## config.mk

```make
export PLATFORM = sky130hd
export DESIGN_NAME = pixel_scan_generator
export DESIGN_NICKNAME = d
export VERILOG_FILES = /design/src/rtl/pixel_scan_generator_pkg.sv /design/src/rtl/pixel_scan_generator_credit_counter.sv /design/src/rtl/pixel_scan_generator.sv
export SDC_FILE = /design/constraint.sdc
export NUM_CORES = 1
export LEC_CHECK = 0
export CAP_MARGIN = 10
export CORE_MARGIN = 3
export CORE_UTILIZATION = 43
export CTS_CLUSTER_SIZE = 16
export DETAILED_ROUTE_END_ITERATION = 6
export DONT_BUFFER_PORTS = 1
export GPL_TIMING_DRIVEN = 0
export PLACE_DENSITY = 0.56
export SKIP_CTS_REPAIR_TIMING = 1
export SLEW_MARGIN = 20
export SYNTH_ARGS = -nofsm -noshare
export SYNTH_HDL_FRONTEND = slang
export SYNTH_HIERARCHICAL = 1
export SYNTH_SLANG_ARGS = --single-unit
```

## constraint.sdc

```tcl
create_clock -name clk -period 3.69 [get_ports clk]
set_input_delay 0.5535 -clock clk [delete_from_list [all_inputs] [get_ports clk]]
set_output_delay 0.5535 -clock clk [all_outputs]
set_load 0.02 [all_outputs]
```

## src/rtl/pixel_scan_generator_pkg.sv

```systemverilog
// Shared types and constants for the raster-scan pixel source feeding the ray pipeline.
// Coordinates use Q11.21 fixed point: integer part in [31:21], fraction in [20:0].
package pixel_scan_generator_pkg;

  typedef logic [31:0] fp;

  localparam int SCREEN_WIDTH  = 640;
  localparam int SCREEN_HEIGHT = 480;
  localparam int FP_FRAC_BITS  = 21;
  localparam int SCAN_CREDITS  = 16;

  typedef enum logic [1:0] {
    IDLE  = 2'd0,
    RUN   = 2'd1,
    DRAIN = 2'd2,
    DONE  = 2'd3
  } scan_state_t;

  function automatic fp int_to_fp_Q11_21(input logic [10:0] value);
    return {value, {FP_FRAC_BITS{1'b0}}};
  endfunction

endpackage

```

## src/rtl/pixel_scan_generator_credit_counter.sv

```systemverilog
// Saturating up/down credit counter: returns add, issues subtract, both together cancel.
// A return while already full is dropped rather than overflowing.
module credit_counter
  import pixel_scan_generator_pkg::*;
#(
  parameter int CREDITS = SCAN_CREDITS,
  parameter int CW      = $clog2(CREDITS + 1)
) (
  input  logic          clk,
  input  logic          rst,
  input  logic          inc_i,
  input  logic          dec_i,
  output logic [CW-1:0] count_o,
  output logic          empty_o,
  output logic          full_o
);

  logic [CW-1:0] count_q;
  logic [CW-1:0] count_d;
  logic          full;
  logic          empty;

  assign full  = (count_q == CW'(CREDITS));
  assign empty = (count_q == '0);

  always_comb begin
    count_d = count_q;
    case ({inc_i, dec_i})
      2'b10: if (!full) count_d = count_q + 1'b1;
      2'b01: if (!empty) count_d = count_q - 1'b1;
      default: count_d = count_q;
    endcase
  end

  always_ff @(posedge clk) begin
    if (!rst) begin
      count_q <= CW'(CREDITS);
    end else begin
      count_q <= count_d;
    end
  end

  assign count_o = count_q;
  assign empty_o = empty;
  assign full_o  = full;

endmodule

```

## src/rtl/pixel_scan_generator.sv

```systemverilog
// Credit-throttled raster scan source emitting one Q11.21 pixel coordinate per cycle.
// Define FRAME_LOOP_EN to rescan frames back to back without a start pulse.
module pixel_scan_generator
  import pixel_scan_generator_pkg::*;
#(
  parameter int H_RES   = SCREEN_WIDTH,
  parameter int V_RES   = SCREEN_HEIGHT,
  parameter int CREDITS = SCAN_CREDITS,
  parameter int CW      = $clog2(CREDITS + 1)
) (
  input  logic          clk,
  input  logic          rst,
  input  logic          start,
  input  logic          enable,
  input  logic          credit_return,
  output logic [31:0]   screen_x,
  output logic [31:0]   screen_y,
  output logic          valid_out,
  output logic          sof,
  output logic          eol,
  output logic          eof,
  output logic          busy,
  output logic          frame_done,
  output logic [CW-1:0] credits_avail
);

  localparam int XW = (H_RES > 1) ? $clog2(H_RES) : 1;
  localparam int YW = (V_RES > 1) ? $clog2(V_RES) : 1;

  scan_state_t   state_q;
  logic [XW-1:0] x_q;
  logic [YW-1:0] y_q;
  fp             screen_x_q;
  fp             screen_y_q;
  logic          valid_q;
  logic          sof_q;
  logic          eol_q;
  logic          eof_q;
  logic          busy_q;
  logic          frame_done_q;

  logic [CW-1:0] credit_count;
  logic          credit_empty;
  logic          credit_full;
  logic          issue;
  logic          last_x;
  logic          last_y;
  logic          drain_done;

  // A credit returned this very cycle can be spent immediately.
  assign issue  = (state_q == RUN) && enable && (!credit_empty || credit_return);
  assign last_x = (x_q == XW'(H_RES - 1));
  assign last_y = (y_q == YW'(V_RES - 1));

  // Leave DRAIN on the edge where the count becomes full, including a return arriving now.
  assign drain_done = credit_full || ((credit_count == CW'(CREDITS - 1)) && credit_return);

  credit_counter #(
    .CREDITS (CREDITS),
    .CW      (CW)
  ) u_credit_counter (
    .clk     (clk),
    .rst     (rst),
    .inc_i   (credit_return),
    .dec_i   (issue),
    .count_o (credit_count),
    .empty_o (credit_empty),
    .full_o  (credit_full)
  );

  always_ff @(posedge clk) begin
    if (!rst) begin
      state_q      <= IDLE;
      x_q          <= '0;
      y_q          <= '0;
      screen_x_q   <= '0;
      screen_y_q   <= '0;
      valid_q      <= 1'b0;
      sof_q        <= 1'b0;
      eol_q        <= 1'b0;
      eof_q        <= 1'b0;
      busy_q       <= 1'b0;
      frame_done_q <= 1'b0;
    end else begin
      valid_q      <= 1'b0;
      sof_q        <= 1'b0;
      eol_q        <= 1'b0;
      eof_q        <= 1'b0;
      frame_done_q <= 1'b0;
      case (state_q)
        IDLE: begin
          if (start) begin
            state_q <= RUN;
            x_q     <= '0;
            y_q     <= '0;
            busy_q  <= 1'b1;
          end
        end
        RUN: begin
          if (issue) begin
            screen_x_q <= int_to_fp_Q11_21(11'(x_q));
            screen_y_q <= int_to_fp_Q11_21(11'(y_q));
            valid_q    <= 1'b1;
            sof_q      <= (x_q == '0) && (y_q == '0);
            eol_q      <= last_x;
            eof_q      <= last_x && last_y;
            // The final pixel parks the counters; the next frame clears them on entry to RUN.
            if (!last_x) begin
              x_q <= x_q + 1'b1;
            end else if (!last_y) begin
              x_q <= '0;
              y_q <= y_q + 1'b1;
            end else begin
              state_q <= DRAIN;
            end
          end
        end
        DRAIN: begin
          if (drain_done) begin
            state_q      <= DONE;
            frame_done_q <= 1'b1;
            busy_q       <= 1'b0;
          end
        end
        DONE: begin
`ifdef FRAME_LOOP_EN
          state_q <= RUN;
          x_q     <= '0;
          y_q     <= '0;
          busy_q  <= 1'b1;
`else
          state_q <= IDLE;
`endif
        end
        default: begin
          state_q <= IDLE;
          busy_q  <= 1'b0;
        end
      endcase
    end
  end

  assign screen_x      = screen_x_q;
  assign screen_y      = screen_y_q;
  assign valid_out     = valid_q;
  assign sof           = sof_q;
  assign eol           = eol_q;
  assign eof           = eof_q;
  assign busy          = busy_q;
  assign frame_done    = frame_done_q;
  assign credits_avail = credit_count;

endmodule
```

* Word-level counts from Yosys, hierarchy flattened *
Cells that the tools add are included.

storage, ports and cells
  flip-flop bits (word level) = 51
  input port bits = 5
  output and inout port bits = 75
  logic and storage cells = 82

cells by class
  add/sub/neg operators = 4
  eq/ne operators = 18
  multiplexer cells = 24
  reduce and logical (&&, ||, !) cells = 24

operators by type and width
  cell                                                                    number
  10-bit two-way mux                                                      4
  9-bit two-way mux                                                       4
  10-bit case mux with 2 select lines                                     1
  9-bit case mux with 2 select lines                                      1
  2-bit != test (second input constant)                                   7
  10-bit by 1-bit adder with 10-bit output (second input constant)        1
  10-bit equality test (second input constant)                            1
  10-bit zero test                                                        1
  2-bit two-way mux                                                       5
  5-bit two-way mux                                                       2
  5-bit case mux with 2 select lines                                      1
  5-bit AND reduction                                                     2
  9-bit by 1-bit adder with 9-bit output (second input constant)          1
  9-bit equality test (second input constant)                             1
  9-bit zero test                                                         1
  3-bit AND reduction                                                     3
  2-bit case mux with 4 select lines                                      1
  2-bit equality test (second input constant)                             3
  2-bit AND reduction                                                     3
  2-bit nonzero test                                                      3
  5-bit by 1-bit adder with 5-bit output (second input constant)          1
  5-bit by 4-bit equality test with 1-bit output (second input constant)  1
  5-bit equality test (second input constant)                             1
  1-bit logical AND                                                       5
  other kinds (11)                                                        16

* Longest topological paths before layout *
  word-level depth = 7
  depth in mapped cells = 14
  depth with buffers taken out = 12

* Cells and area by module *
The synthesis kept the hierarchy.

modules (own cells, without submodules)
  module                instances  cells each  area each (µm²)  seq. area each (µm²)
  pixel_scan_generator  1          315         2523.7           920.9
  credit_counter        1          43          354.1            100.1

* Worst setup path after synthesis *
No wires, ideal clock.

  kind = reg-to-reg
  start = reg u_credit_counter.count_q[0], in the netlist u_credit_counter/count_o[0]
  end = reg u_credit_counter.count_q[4], in the netlist u_credit_counter/count_o[4]
  library setup time = 0.122 ns
  arrival = 3.001 ns
  required time = 3.568 ns
  setup slack = 0.567 ns
  stages on the path, launching flop included = 13
  buffers on the path = 1
  period minus slack after synthesis = 3.123 ns
  cell sequence = dfxtp_1 > or4_4 > nor2_1 > nor2b_1 > or2_2 > inv_1 > clkbuf_1 > nand2b_1 > xnor2_1 > ha_1 > nor4b_1 > nand2_1 > a311o_1

on the way
  word-level cells in the longest chain between the ends = 7
  elaborated cells on any way between the ends = 16
  those cells by class = 2 x add/sub; 5 x eq/ne; 3 x mux; 6 x reduce/logical

RTL lines
  what                                                                                   line                                       RTL
  start, declared                                                                        pixel_scan_generator_credit_counter.sv:18  logic [CW-1:0] count_q;
  start signal, assigned                                                                 pixel_scan_generator_credit_counter.sv:37  count_q <= CW'(CREDITS);
  start signal, assigned                                                                 pixel_scan_generator_credit_counter.sv:39  count_q <= count_d;
  5-bit zero test (*)                                                                    pixel_scan_generator_credit_counter.sv:24  assign empty = (count_q == '0);
  net credit_empty                                                                       pixel_scan_generator.sv:43                 logic credit_empty;
  1-bit zero test (*)                                                                    --
  1-bit logical OR (*)                                                                   pixel_scan_generator.sv:51                 assign issue = (state_q == RUN) && enable && (!credit_empty || credit_return);
  1-bit logical AND (*)                                                                  pixel_scan_generator.sv:51
  net issue                                                                              pixel_scan_generator.sv:45                 logic issue;
  2-bit by 1-bit equality test with 1-bit output or 2-bit equality test (tied branches)  pixel_scan_generator_credit_counter.sv:28  case ({inc_i, dec_i})
  2-bit != test (no source line) or 2-bit nonzero test (tied branches)                   --
  3-bit AND reduction (no source line)                                                   --

The timed path passes the listed nets; every way through them passes the cells marked *. The select of a mux whose other input is x is not followed.
A chain may end at the register's enable or synchronous reset.

* Final worst setup path *
  start = reg u_credit_counter.count_q[0], in the netlist u_credit_counter/count_o[0]
  end = reg u_credit_counter.count_q[4], in the netlist u_credit_counter/count_o[4]

on the way
  word-level cells in the longest chain between the ends = 7
  elaborated cells on any way between the ends = 16
  those cells by class = 2 x add/sub; 5 x eq/ne; 3 x mux; 6 x reduce/logical

RTL lines
  what                                                                                   line
  5-bit zero test (*)                                                                    pixel_scan_generator_credit_counter.sv:24
  net credit_empty                                                                       pixel_scan_generator.sv:43
  1-bit zero test                                                                        --
  1-bit logical OR                                                                       pixel_scan_generator.sv:51
  1-bit logical AND                                                                      pixel_scan_generator.sv:51
  2-bit by 1-bit equality test with 1-bit output or 2-bit equality test (tied branches)  pixel_scan_generator_credit_counter.sv:28
  2-bit != test (no source line) or 2-bit nonzero test (tied branches)                   --
  3-bit AND reduction (no source line)                                                   --

Marked as above.

==> metrics.csv <==
stage,metric,value,unit
routing,Post-DRT Antenna Nets,0,
worst_setup_path,Reg-to-Reg End,u_credit_counter/count_o[4],
global_route,GR Overflow Total,0,
clock_network,total CTS buffers,5,
timing,final setup fails,0,
worst_setup_path,Worst Setup SP,u_credit_counter/count_o[0],
floorplan,Die W,87.8,um
clock_network,Clock Pin Slew Worst Setup and Hold Paths,90,ps
routing,DR vias/cell,5.09,
routing,Initial DRC Count,161,
clock_network,H-Tree Depth,2,
yosys,Synth Area in Compound Gates,18.9,%
floorplan,die extent in y,87.8,um
clock_network,CTS max path bufs,2,
clock_network,TritonCTS clock tree,yes,
global_route,Tot GR Track Use,17.7,%
routing,DR WL/cell,13.7,um
yosys,Synth top cells by count,"nand2_1, dfxtp_1, buf_4",
routing,DRC errors left,0,
global_route,antenna violations before repair,0,
worst_setup_path,CP arrival,3520,ps
worst_setup_path,Worst R2R Start,u_credit_counter/count_o[0],
yosys,Mapped Area,2880,sq um
worst_setup_path,Worst setup SP type,flop,
floorplan,I/O pins,80,
yosys,ys flop type,dfxtp_1,
yosys,mux cell area share after synthesis,1.39,%
yosys,top cell type's share of synthesized area,35.5,%
timing,RSZ-0062 raised after global routing,no,
worst_setup_path,CP max stage delay,630,ps
floorplan,Initial Utilization,44.8,%
pwr,P_leak,1.32,nW
finish,post-layout util,50.4,%
floorplan,area of the die,7710,sq um
floorplan,Core Area,6420,sq um
worst_setup_path,"critical path fanouts, max",15,
placed_design,placed insts,479,
finish,# diodes,0,
timing,Slew headroom,49.6,%
yosys,xor and xnor fraction of the mapped netlist area,0.304,%
timing,worst slew pin tran,748,ps
finish,Post-Layout Cell Count,486,
yosys,Unique masters post-synth,52,
routing,DR pass1 iterations,4,
finish,Area Overhead vs Synth,12.5,%
clock_network,later-pin clock latency in the skew report,310,ps
job,Max Cap Viol,0,
run_status,outcome,finished clean,
timing,worst-case clock skew,7.37,ps
worst_setup_path,R2R Setup Slk,360,ps
worst_setup_path,Setup crit end kind,flop,
yosys,Post-synth ARST share,0,%
yosys,Synth Instances,358,
global_route,vias in the first global route,2184,
yosys,Post-Synth Simple-Gate Area,24.0,%
yosys,synth top area cells,"dfxtp_1, buf_4, nand2_1, a21oi_1, ha_1",
finish,"Net count, final",422,
yosys,"Seq/Total Area, Yosys",35.5,%
placed_design,GPL Wtd Cong,0.917,
timing,Fin Setup TNS,0,ps
yosys,Post-synth EDFFs,0,
min_path,worst min-delay path class,in -> reg,
timing,Slew Limit Fails,0,
global_route,global-route wire length before repair,10900,um
pwr,VDD IR max,0.224,mV
yosys,"count leader, synth",nand2_1,
routing,vias,2476,
worst_setup_path,WP data required,3890,ps
global_route,largest net degree at the start of global routing,17,
timing,period utilisation layout,90.1,%
worst_setup_path,crit path kind,reg -> reg,
worst_setup_path,Worst Reg2Reg Path Length in Cells,11,
placed_design,port buffer count,0,
finish,share of cells above drive strength 1,18.6,%
finish,fillcell total,666,
yosys,synthesis-stage register bit count,51,
worst_setup_path,critical path cell sequence,"or4_4, nor2_1, nor2b_1, or2_2, clkinvlp_4, nand2b_2, xnor2_1, ha_1, nor4b_2, nand2_1, a311o_1",
pwr,Final Power,0.00145,W
yosys,largest family of logic cells by synthesized area,simple AND/OR/NAND/NOR gates,
timing,final hold vios,0,
clock_network,clock root cell,clkbuf_8,
yosys,Synthesis Warnings,6,
clock_network,CTS sink cnt,51,
timing,Final min period,3330,ps
timing,top achievable clock speed,0.301,GHz
yosys,Avg Inst Size Synth,8.04,sq um
pwr,Power Density,449,nW/um^2
yosys,Yosys top cell by area,dfxtp_1,
placed_design,DP HPWL,4940,um
worst_setup_path,crit path capture,u_credit_counter/count_o[4],
routing,WL final,6650,um
yosys,Synth Area in Adders,3.91,%
floorplan,FP Rows,29,
worst_setup_path,Slowest cell on crit path,or4_4,
report_power, final:
group	switching (W)	total (W)	internal, W
clock network	0.000189	0.000321	0.000132
registers	0.0000571	0.000638	0.000581
logic	0.000329	0.000493	0.000164
worst min-delay path by stage:
stage,start,to,slack (ps),cells after the start
floorplan,y_q[8],sof,440,1
global placement,state_q[1],state_q[1],470,2
detailed placement,state_q[0],state_q[0],480,2
CTS,rst,u_credit_counter/count_o[2],380,2
global route,rst,u_credit_counter/count_o[2],390,2
finish,rst,u_credit_counter/count_o[2],390,2
state kept, by name, indices dropped and copies added, names as in the netlist:
name / count
screen_x: 10
x_q: 10
screen_y: 9
y_q: 9
u_credit_counter/count_o: 5
state_q: 2
busy: 1
eof: 1
eol: 1
frame_done: 1
sof: 1
valid_out: 1
cell families after synthesis:
kind of cell | Yosys count
AO/OA/AOI/OAI | 89
XOR/XNOR | 1
adder cells (fa/ha/maj) | 9
buffers and inverters | 71
flip-flops | 51
multiplexers | 4
other | 1
AND/OR/NAND/NOR | 132
metal layers:
metal / vias to the layer above / track usage (%) / share of wire, %
li1: 1278 / - / -
met1: 1110 / 25.6 / 49
met2: 83 / 26.0 / 43
met3: 5 / 4.52 / 7.4
met4: 0 / 4.46 / 0.86
met5: - / 0 / 0
area by class of cell:
| cell class | count | area, sq um | share of cell area [%] |
|---|---|---|---|
| inverter | 12 | 48.8 | 1.51 |
| tap | 77 | 96.3 | 2.98 |
| multi-input combinational | 280 | 1570 | 48.6 |
| clock buffer | 5 | 68.8 | 2.13 |
| sequential | 51 | 1020 | 31.5 |
| clock inverter | 3 | 20.0 | 0.618 |
| buffer | 58 | 408 | 12.6 |
critical path: cells and delay by family, from the launching register on:
| family | cells | cell delay, ps |
|---|---|---|
| simple gates | 7 | 1800 |
| flops | 1 | 470 |
| compound gates | 1 | 350 |
| buf+inv | 1 | 270 |
| fa+ha+maj | 1 | 240 |
| xor+xnor | 1 | 80 |
layout by cell type, fill, tap and decap left out, types with 6 or more instances in the layout:
cell,n
inv_1,10
a21oi_1,40
nand3_1,12
buf_4,46
ha_1,9
dfxtp_1,51
a31oi_1,9
nand2_1,61
and3_1,6
o21ai_0,16
conb_1,45
nor2_1,8
clkbuf_1,7
o31ai_1,8
per-stage QoR:
| step | instance area [sq um] | setup slack [ps] | hold slack [ps] |
|---|---|---|---|
| 6_report | 3240 | 365 | 389 |
| 5_1_grt | 3240 | 65.8 | 385 |
| 4_1_cts | 3230 | -34.7 | 378 |
| 3_5_place_dp | 3140 | -51.7 | 476 |
| 3_3_place_gp | 3140 | 5.26 | 467 |
| 2_1_floorplan | 3040 | 567 | 442 |
Power figures use the tool's default switching activity.
